==> config.mk <==
export PLATFORM = sky130hd
export DESIGN_NAME = pipelined_addsub
export DESIGN_NICKNAME = d
export VERILOG_FILES = /design/src/rtl/pipelined_addsub.sv
export SDC_FILE = /design/constraint.sdc
export NUM_CORES = 1
export LEC_CHECK = 0
export ABC_CLOCK_PERIOD_IN_PS = 2200
export BUFFER_PORTS_ARGS = -buffer_cell sky130_fd_sc_hd__buf_2
export CAP_MARGIN = 10
export CORE_MARGIN = 4
export CORE_UTILIZATION = 57
export DETAILED_ROUTE_END_ITERATION = 10
export PLACE_DENSITY = 0.79
export SETUP_SLACK_MARGIN = 0.02
export SLEW_MARGIN = 5
export SYNTH_ARGS = -nofsm -noshare
export SYNTH_HDL_FRONTEND = slang
export SYNTH_SLANG_ARGS = --single-unit
==> constraint.sdc <==
create_clock -name clk -period 2.2 [get_ports clk]
set_input_delay 0.33 -clock clk [delete_from_list [all_inputs] [get_ports clk]]
set_output_delay 0.33 -clock clk [all_outputs]
set_load 0.005 [all_outputs]
==> src/rtl/pipelined_addsub.sv <==
// Pipelined WIDTH-bit adder/subtractor: the carry chain is split into STAGES chunks,
// with carry/borrow and signed-overflow flags and a valid/ready stream handshake.
module pipelined_addsub #(
    parameter int unsigned WIDTH  = 16,
    parameter int unsigned STAGES = 4
) (
    input  logic             clk,
    input  logic             rst_n,
    input  logic             in_valid,
    output logic             in_ready,
    input  logic [WIDTH-1:0] x,
    input  logic [WIDTH-1:0] y,
    input  logic             sub,
    output logic             out_valid,
    input  logic             out_ready,
    output logic [WIDTH-1:0] s,
    output logic             c,
    output logic             ovf
);

    localparam int unsigned CW   = WIDTH / STAGES;
    localparam int unsigned LAST = STAGES - 1;

    logic [WIDTH-1:0]  r_a     [STAGES];
    logic [WIDTH-1:0]  r_b     [STAGES];
    logic [WIDTH-1:0]  r_s     [STAGES];
    logic [STAGES-1:0] r_cy;
    logic [STAGES-1:0] r_v;
    logic              r_ovf;

    logic [WIDTH-1:0]  w_a_in  [STAGES];
    logic [WIDTH-1:0]  w_b_in  [STAGES];
    logic [WIDTH-1:0]  w_s_in  [STAGES];
    logic [WIDTH-1:0]  w_s_nxt [STAGES];
    logic [CW:0]       w_chunk [STAGES];
    logic [STAGES-1:0] w_cin;
    logic [STAGES-1:0] w_cy_nxt;
    logic [STAGES-1:0] w_v_in;
    logic              w_ovf_nxt;
    logic              w_adv;

    // Global stall: the whole pipe moves only when the output slot is free or drained.
    assign w_adv     = !r_v[LAST] || out_ready;
    assign in_ready  = w_adv;
    assign out_valid = r_v[LAST];
    assign s         = r_s[LAST];
    assign c         = r_cy[LAST];
    assign ovf       = r_ovf;

    // Stage inputs and per-stage chunk add; stage 0 is fed straight from the ports.
    always_comb begin
        w_a_in[0] = x;
        w_b_in[0] = sub ? ~y : y;
        w_s_in[0] = '0;
        w_cin[0]  = sub;
        w_v_in[0] = in_valid;
        for (int unsigned k = 1; k < STAGES; k++) begin
            w_a_in[k] = r_a[k-1];
            w_b_in[k] = r_b[k-1];
            w_s_in[k] = r_s[k-1];
            w_cin[k]  = r_cy[k-1];
            w_v_in[k] = r_v[k-1];
        end
        for (int unsigned k = 0; k < STAGES; k++) begin
            w_chunk[k] = (CW+1)'(w_a_in[k][k*CW +: CW])
                       + (CW+1)'(w_b_in[k][k*CW +: CW])
                       + (CW+1)'(w_cin[k]);
            w_s_nxt[k] = w_s_in[k];
            w_s_nxt[k][k*CW +: CW] = w_chunk[k][CW-1:0];
            w_cy_nxt[k] = w_chunk[k][CW];
        end
        // Carry into the MSB is a ^ b ^ sum at that bit; XOR with carry-out gives overflow.
        w_ovf_nxt = w_a_in[LAST][WIDTH-1] ^ w_b_in[LAST][WIDTH-1]
                  ^ w_s_nxt[LAST][WIDTH-1] ^ w_cy_nxt[LAST];
    end

    // Pipeline registers: all stages advance together or hold together.
    always_ff @(posedge clk or negedge rst_n) begin
        if (!rst_n) begin
            r_v   <= '0;
            r_cy  <= '0;
            r_ovf <= 1'b0;
            for (int unsigned k = 0; k < STAGES; k++) begin
                r_a[k] <= '0;
                r_b[k] <= '0;
                r_s[k] <= '0;
            end
        end else if (w_adv) begin
            r_v   <= w_v_in;
            r_cy  <= w_cy_nxt;
            r_ovf <= w_ovf_nxt;
            for (int unsigned k = 0; k < STAGES; k++) begin
                r_a[k] <= w_a_in[k];
                r_b[k] <= w_b_in[k];
                r_s[k] <= w_s_nxt[k];
            end
        end
    end

endmodule

# == Word level (Yosys, flattened, before mapping) ==
# Cells that the tools add are included.
# classes
add_sub_neg,8
n_mul,0
div_mod_pow,0
order_cmp,0
eq_ne,0
shifts,0
muxes,1
bitwise_logic,4
reduce_logical,2
# ops
operator,n
4-bit by 4-bit adder with 5-bit output,4
5-bit by 1-bit adder with 5-bit output,4
16-bit two-way mux,1
16-bit NOT,1
1-bit bitwise XOR,3
1-bit zero test,1
1-bit logical OR,1
# totals
ff_bits,145
latch_bits,0
ram_bits,0
rom_bits,0
inputBits,37
output_inout_bits,20
word_cells,28
mem_count,0

# == Longest topological paths before layout ==
# Gate-level depths: netlist of the first run.
# logic_depth
ltp_word,4
mapped_depth,8
mapped_depth_nobuf,6

# == Least setup slack after synthesis of the first run ==
# OpenSTA, ideal clock, no wires.
# synth_path
path_kind,input to register
from,input port sub
to,register r_s[51] (netlist bit)
t_arrival_ns,1.837
t_required_ns,2.075
path_slack_ns,0.238
cell_stages,8
path_buffers,2
path_cell_list,buf_6 buf_2 xor2_1 ha_1 a21o_1 a31oi_4 xnor2_1 mux2_4
# synth_between
elab_chain_cells,3
# synth_lines
element,line,rtl
start: declaration,13,"input logic sub,"
16-bit two-way mux,53,w_b_in[0] = sub ? ~y : y;
4-bit by 4-bit adder with 5-bit output,66,+ (CW+1)'(w_b_in[k][k*CW +: CW])
5-bit by 1-bit adder with 5-bit output *,67,+ (CW+1)'(w_cin[k]);
end signal: indexed assignment,95,r_s[k] <= w_s_nxt[k];
end: declaration,26,logic [WIDTH-1:0] r_s [STAGES];
# Every way passes the cells marked *; elsewhere a longest branch is shown, timed or not.
# A chain may end at the register's enable or synchronous reset.

# == Worst setup path after layout of the first run ==
# layout_path
from,register r_a[28] (netlist bit)
to,register r_ovf (netlist: ovf)
# layout_between
elab_chain_cells,4
# layout_lines
element,line,rtl
start: declaration,24,logic [WIDTH-1:0] r_a [STAGES];
start signal: indexed assignment,93,r_a[k] <= w_a_in[k];
4-bit by 4-bit adder with 5-bit output *,66,
5-bit by 1-bit adder with 5-bit output *,67,
1-bit bitwise XOR,74,^ w_s_nxt[LAST][WIDTH-1] ^ w_cy_nxt[LAST];
1-bit bitwise XOR *,74,
end signal: assignment,91,r_ovf <= w_ovf_nxt;
end: declaration,29,logic r_ovf;
# Marks and branches as above.

==> impl_metrics.toml, run 1 <==
[yosys]
synthXorXnorAreaFrac = 0.0505
ys_types = 20
yosys.area_share.adder = 0.0669
synth_top_family_by_area = "simple AND/OR/NAND/NOR gates"
ys_warn_count = 0
synth_cells = 462
synth-compound-area-share = 0.0574
ys_seq_area_frac = 0.560
synth-simple-area-share = 0.203
syn_avg_cell_area_um2 = 9.39
post_synth_mux_area_share = 0.00692
synth_fp_nets = 518
ys_ff_latch = 97
synth_area_um2 = 4340

[drt]
post_drt_wl_per_cell_um = 12.5
drt_iter0_drc = 97
drc = 0
vias_per_cell = 4.85
antenna_left = 0
wirelength_um = 7540
vias = 2917
detail_route.first_pass.iterations = 4

[sta]
max_slew_margin = 0.662
drv_slew = 0
rsz0062_at_grt = "false"
timing.fmax_ghz = 0.494
holdWs_ns = 0.149
timing.final.ws_setup_ns = 0.177
setup_tns_ns = 0
fin_crit_sh = 0.920
hold_viol = 0
finalSetupViolations = 0
min_period_ns = 2.02
tightest_slew_ns = 0.507
finClkSkew_ns = 0.00677

[clock_network]
htreeDepth = 3
clock_latency_ns = 0.37
clk_pin_slew_ns = 0.09
postCtsHoldBufs = 1
post_cts_buffers = 0
cts_sinks = 97
cts_root_buf = "clkbuf_8"
cts_resized = 0
cts_tree = "yes"
numCtsBuffers = 9
cts_buffer_depth = 2

[placed_design]
portBuffers = 56
dp_hpwl_um = 5110
place.gp.congestion = 0.763
pre_cts_ws_ns = 0.186

[critical_path]
cp.buffers_inverters = 0
end_kind = "flop"
worst_path_most_repeated_cell = "fa_1"
cp_max_fo = 2
cp.arrival_ns = 2.26
crit_chain = "fa_1 -> fa_1 -> a21o_1 -> a21oi_1 -> xnor2_1 -> o21ai_0"
slowest_stage = "fa_1"
worst-setup-path-type = "reg -> reg"
crit_family = "adder cells"
start_kind = "flop"
required_ns = 2.44
max_stage_delay_ns = 0.46

[power]
finalPower_mw = 6.44
p_per_area_nw_per_um2 = 1340
irDropWorstVdd_v = 0.000642
p_leak_nw = 2.54

[floorplanning]
coreArea_um2 = 7330
rows = 31
die_w_um = 95.2
die_h_um = 95.2
die-area_um2 = 9070
io_pins = 57
initial_core_util = 0.592

[layout]
layout_common_cells = "222 x nand2_1, 97 x dfrtp_1, 55 x buf_2"
drive_gt1_frac = 0.165
insertedDiodeCount = 0
layout_commonest_cell = "nand2_1"
nNetsFinal = 554
area_delta_synth_final_pct = 11.2

[global_route]
grt_pass1_vias = 2877
grt_usage = 0.192
antenna_found_initial = 0
grt_max_degree = 107
grt_overflow = 0
grt_pass1_wl_um = 13300

[flow_run]
maxCapViolCount = 0

[status]
status = "finished, final reports clean"

[min_path]
holdCritPathClass = "in -> reg"
[logic make-up after synthesis]
family / count (synthesis)
buffers and inverters: 43
XOR/XNOR: 25
AND/OR/NAND/NOR: 233
multiplexers: 2
flip-flops: 97
adder cells (fa/ha/maj): 19
AO/OA/AOI/OAI: 43
[metrics by stage]
stage / instance area (um2) / cells / utilization
floorplan: 4340 / 462 / -
global placement: 4600 / 585 / 0.628
finish: 4820 / 602 / 0.658
CTS: 4820 / 602 / 0.658
detailed placement: 4600 / 585 / 0.628
global route: 4820 / 602 / 0.658
[worst reg2reg max path: cells and delay by family, from the launching register on]
kind	cells	cell delay [ns]
compound gates	3	0.47
xor+xnor	1	0.14
fa+ha+maj	2	0.89
flops	1	0.41
[cells in the mapped netlist]
cell type | count | area [um2]
inv_2 | 1 | 3.75
xor2_1 | 7 | 61.3
buf_2 | 8 | 40.0
nor2_1 | 8 | 30.0
o21ai_0 | 22 | 110
ha_1 | 12 | 150
nand2b_1 | 1 | 6.26
dfrtp_1 | 97 | 2430
buf_4 | 16 | 120
nand2_1 | 222 | 833
a31oi_4 | 1 | 21.3
a21o_1 | 7 | 52.6
nor2b_1 | 2 | 12.5
mux2_4 | 2 | 30.0
buf_6 | 1 | 11.3
fa_1 | 7 | 140
inv_1 | 3 | 11.3
clkbuf_1 | 14 | 52.6
xnor2_1 | 18 | 158
a21oi_1 | 13 | 65.1
[cell type report]
cell class / instances / area [um2]
Inverter: 4 / 15.0
Tap cell: 99 / 124
Timing Repair Buffer: 64 / 370
Clock inverter: 4 / 51.3
Fill cell: 636 / 2510
Multi-Input combinational cell: 322 / 1680
Clock buffer: 12 / 155
Sequential cell: 97 / 2430
[state kept, by name, indices dropped and copies added, names as in the netlist]
signal	flops
r_v	4
r_s	24
ovf	1
r_b	24
s	16
r_a	24
r_cy	4
[path summary, 6_finish.rpt]
check | startpoint | endpoint | slack, ns | cells after the start
min in group asynchronous | rst_n | s[0]$_DFFE_PN0P_ | 0.46 | 2
max in group asynchronous | rst_n | r_b[41]$_DFFE_PN0P_ | 1.02 | 3
max reg2reg | r_a[28]$_DFFE_PN0P_ | ovf$_DFFE_PN0P_ | 0.18 | 6
min | x[15] | r_a[63]$_DFFE_PN0P_ | 0.15 | 3
min reg2reg | s[2]$_DFFE_PN0P_ | s[2]$_DFFE_PN0P_ | 0.46 | 2
max | r_a[28]$_DFFE_PN0P_ | ovf$_DFFE_PN0P_ | 0.18 | 6
[per-layer routing]
metal	up-vias	global-route usage	routed length, um
li1	1492	-	-
met1	1356	0.268	3520
met2	58	0.291	3500
met3	11	0.0466	392
met4	0	0.0793	128
met5	-	0	0
[where the power goes]
group | internal (mW) | total, mW | switching (mW)
clock network | 0.588 | 1.19 | 0.598
registers | 2.57 | 3.02 | 0.446
logic | 0.991 | 2.23 | 1.24
total | 4.15 | 6.44 | 2.28
Note: power is estimated with default switching activity, not from simulation.
==> run 2, diff against run 1 <==
Settings changed: ABC_CLOCK_PERIOD_IN_PS 2200 to 2390, CORE_UTILIZATION 57 to 62, PLACE_DENSITY 0.79 to 0.85, SETUP_SLACK_MARGIN 0.02 to default.
Clock period 2.2 ns to 2.39 ns, I/O delays scaled along.
==> impl_metrics.toml, run 2 (synthesis gave the netlist of run 1 again) <==
[status]
status = "finished, final reports clean"

[clock_network]
cts_sinks = 97
clk_pin_slew_ns = 0.09
cts_buffer_depth = 2
clock_latency_ns = 0.35
htreeDepth = 3
cts_root_buf = "clkbuf_8"
numCtsBuffers = 9
cts_tree = "yes"

[power]
power_frac_clock = 0.177
p_switching_mw = 2.11
p_leak_nw = 2.53
p_per_area_nw_per_um2 = 1230
p_comb_frac = 0.353
intPower_mw = 3.80
irDropWorstVdd_v = 0.000507
p_sw_frac = 0.357
pwr-share-seq = 0.470

[critical_path]
required_ns = 2.61
rrSetupSlack_ns = 0.34
cp.buffers_inverters = 0
start_kind = "flop"
crit_family = "adder cells"
end_kind = "flop"
max_stage_delay_ns = 0.45
reg2reg_to = "ovf$_DFFE_PN0P_"
crit_chain = "fa_1 -> fa_1 -> a21o_1 -> a21oi_1 -> xnor2_1 -> o21ai_0"
worstRegToRegCells = 6
cp_max_fo = 2
cp.arrival_ns = 2.27
slowest_stage = "fa_1"
worst_path_most_repeated_cell = "fa_1"
worst-setup-path-type = "reg -> reg"
r2r_start = "r_a[28]$_DFFE_PN0P_"

[sta]
tightest_slew_ns = 0.623
timing.final.ws_setup_ns = 0.345
hold_viol = 0
finalSetupViolations = 0
rsz0062_at_grt = "false"
finClkSkew_ns = 0.00511
fin_crit_sh = 0.856
min_period_ns = 2.05
drv_slew = 0
setup_tns_ns = 0
timing.fmax_ghz = 0.489
max_slew_margin = 0.584

[min_path]
hold_depth = 3
holdCritPathClass = "in -> reg"
hold_end = "r_a[63]$_DFFE_PN0P_"
worstHoldStart = "x[15]"

[layout]
layout_common_cells = "222 x nand2_1, 97 x dfrtp_1, 55 x buf_2"
nNetsFinal = 552
area_delta_synth_final_pct = 10.7
layout_commonest_cell = "nand2_1"
drive_gt1_frac = 0.160
reg_top3 = "r_a: 24 flops, r_b: 24 flops, r_s: 24 flops"
insertedDiodeCount = 0

[global_route]
grt_pass1_vias = 3002
grt_max_degree = 107
grt_pass1_wl_um = 13100
antenna_found_initial = 0
grt_overflow = 0
grt_usage = 0.195

[floorplanning]
coreArea_um2 = 6790
io_pins = 57
rows = 30
die-area_um2 = 8400
die_w_um = 91.6
die_h_um = 91.6
initial_core_util = 0.638

[drt]
drc = 0
wirelength_um = 7390
drt_iter0_drc = 175
antenna_left = 0
vias_per_cell = 4.96
vias = 2958
post_drt_wl_per_cell_um = 12.4
detail_route.first_pass.iterations = 5

[placed_design]
place.gp.congestion = 0.773
pre_cts_ws_ns = 0.369
portBuffers = 56
dp_hpwl_um = 5120

[flow_run]
maxCapViolCount = 0
run 2: area by class of cell:
class                      count  area (um2)
clock buffer                  11         141
clock inverter                 4        52.6
fill                         519        1990
inverter                       4        15.0
multi-input combinational    322        1680
sequential                    97        2430
tap                           96         120
timing repair buffer          62         368
run 2: layer usage:
| layer | vias up | global-route usage | share of wire |
|---|---|---|---|
| met4 | 0 | 0.0879 | 0.018 |
| met3 | 13 | 0.0427 | 0.040 |
| met2 | 65 | 0.320 | 0.47 |
| met5 | - | 0 | 0 |
| li1 | 1491 | - | - |
| met1 | 1389 | 0.249 | 0.48 |
run 2: worst register-to-register path, cell delays in order (launching register included):
cell and delay (ns):
dfrtp_1 0.41, fa_1 0.46, fa_1 0.42, a21o_1 0.18
a21oi_1 0.22, xnor2_1 0.14, o21ai_0 0.09
run 2: power groups by stage:
stage          clock, mW  sequential [mW]  combinational (mW)
4_1_cts             1.07             2.78                2.12
2_1_floorplan          0             2.71                1.70
5_1_grt             1.13             2.88                2.43
6_report            1.05             2.78                2.08
3_3_place_gp           0             2.77                1.99
3_5_place_dp           0             2.81                2.10
run 2: metrics by stage:
step                      instances  hold slack [ns]   util  total power [mW]  area, um2
after floorplan                 462           0.0629      -              4.41       4340
after global placement          580            0.378  0.677              4.76       4600
after detailed placement        580            0.383  0.677              4.91       4600
after CTS                       596            0.180  0.707              5.96       4800
after global routing            596            0.192  0.707              6.45       4800
final                           596            0.197  0.707              5.91       4800
run 2: timing repair:
action,CTS,global route
endpoints found under the hold margin,32,0
hold buffers,1,0
gates resized for setup,0,0
buffers inserted,0,0
run 2: worst max-delay path by stage:
stage / start / endpoint / slack (ns) / cells after the start
after floorplan: sub / r_s[51]$_DFFE_PN0P_ / 0.40 / 8
after global placement: r_a[28]$_DFFE_PN0P_ / ovf$_DFFE_PN0P_ / 0.43 / 6
after detailed placement: r_a[28]$_DFFE_PN0P_ / ovf$_DFFE_PN0P_ / 0.37 / 6
after CTS: r_a[28]$_DFFE_PN0P_ / ovf$_DFFE_PN0P_ / 0.35 / 6
after global routing: r_a[28]$_DFFE_PN0P_ / ovf$_DFFE_PN0P_ / 0.26 / 6
final: r_a[28]$_DFFE_PN0P_ / ovf$_DFFE_PN0P_ / 0.34 / 6
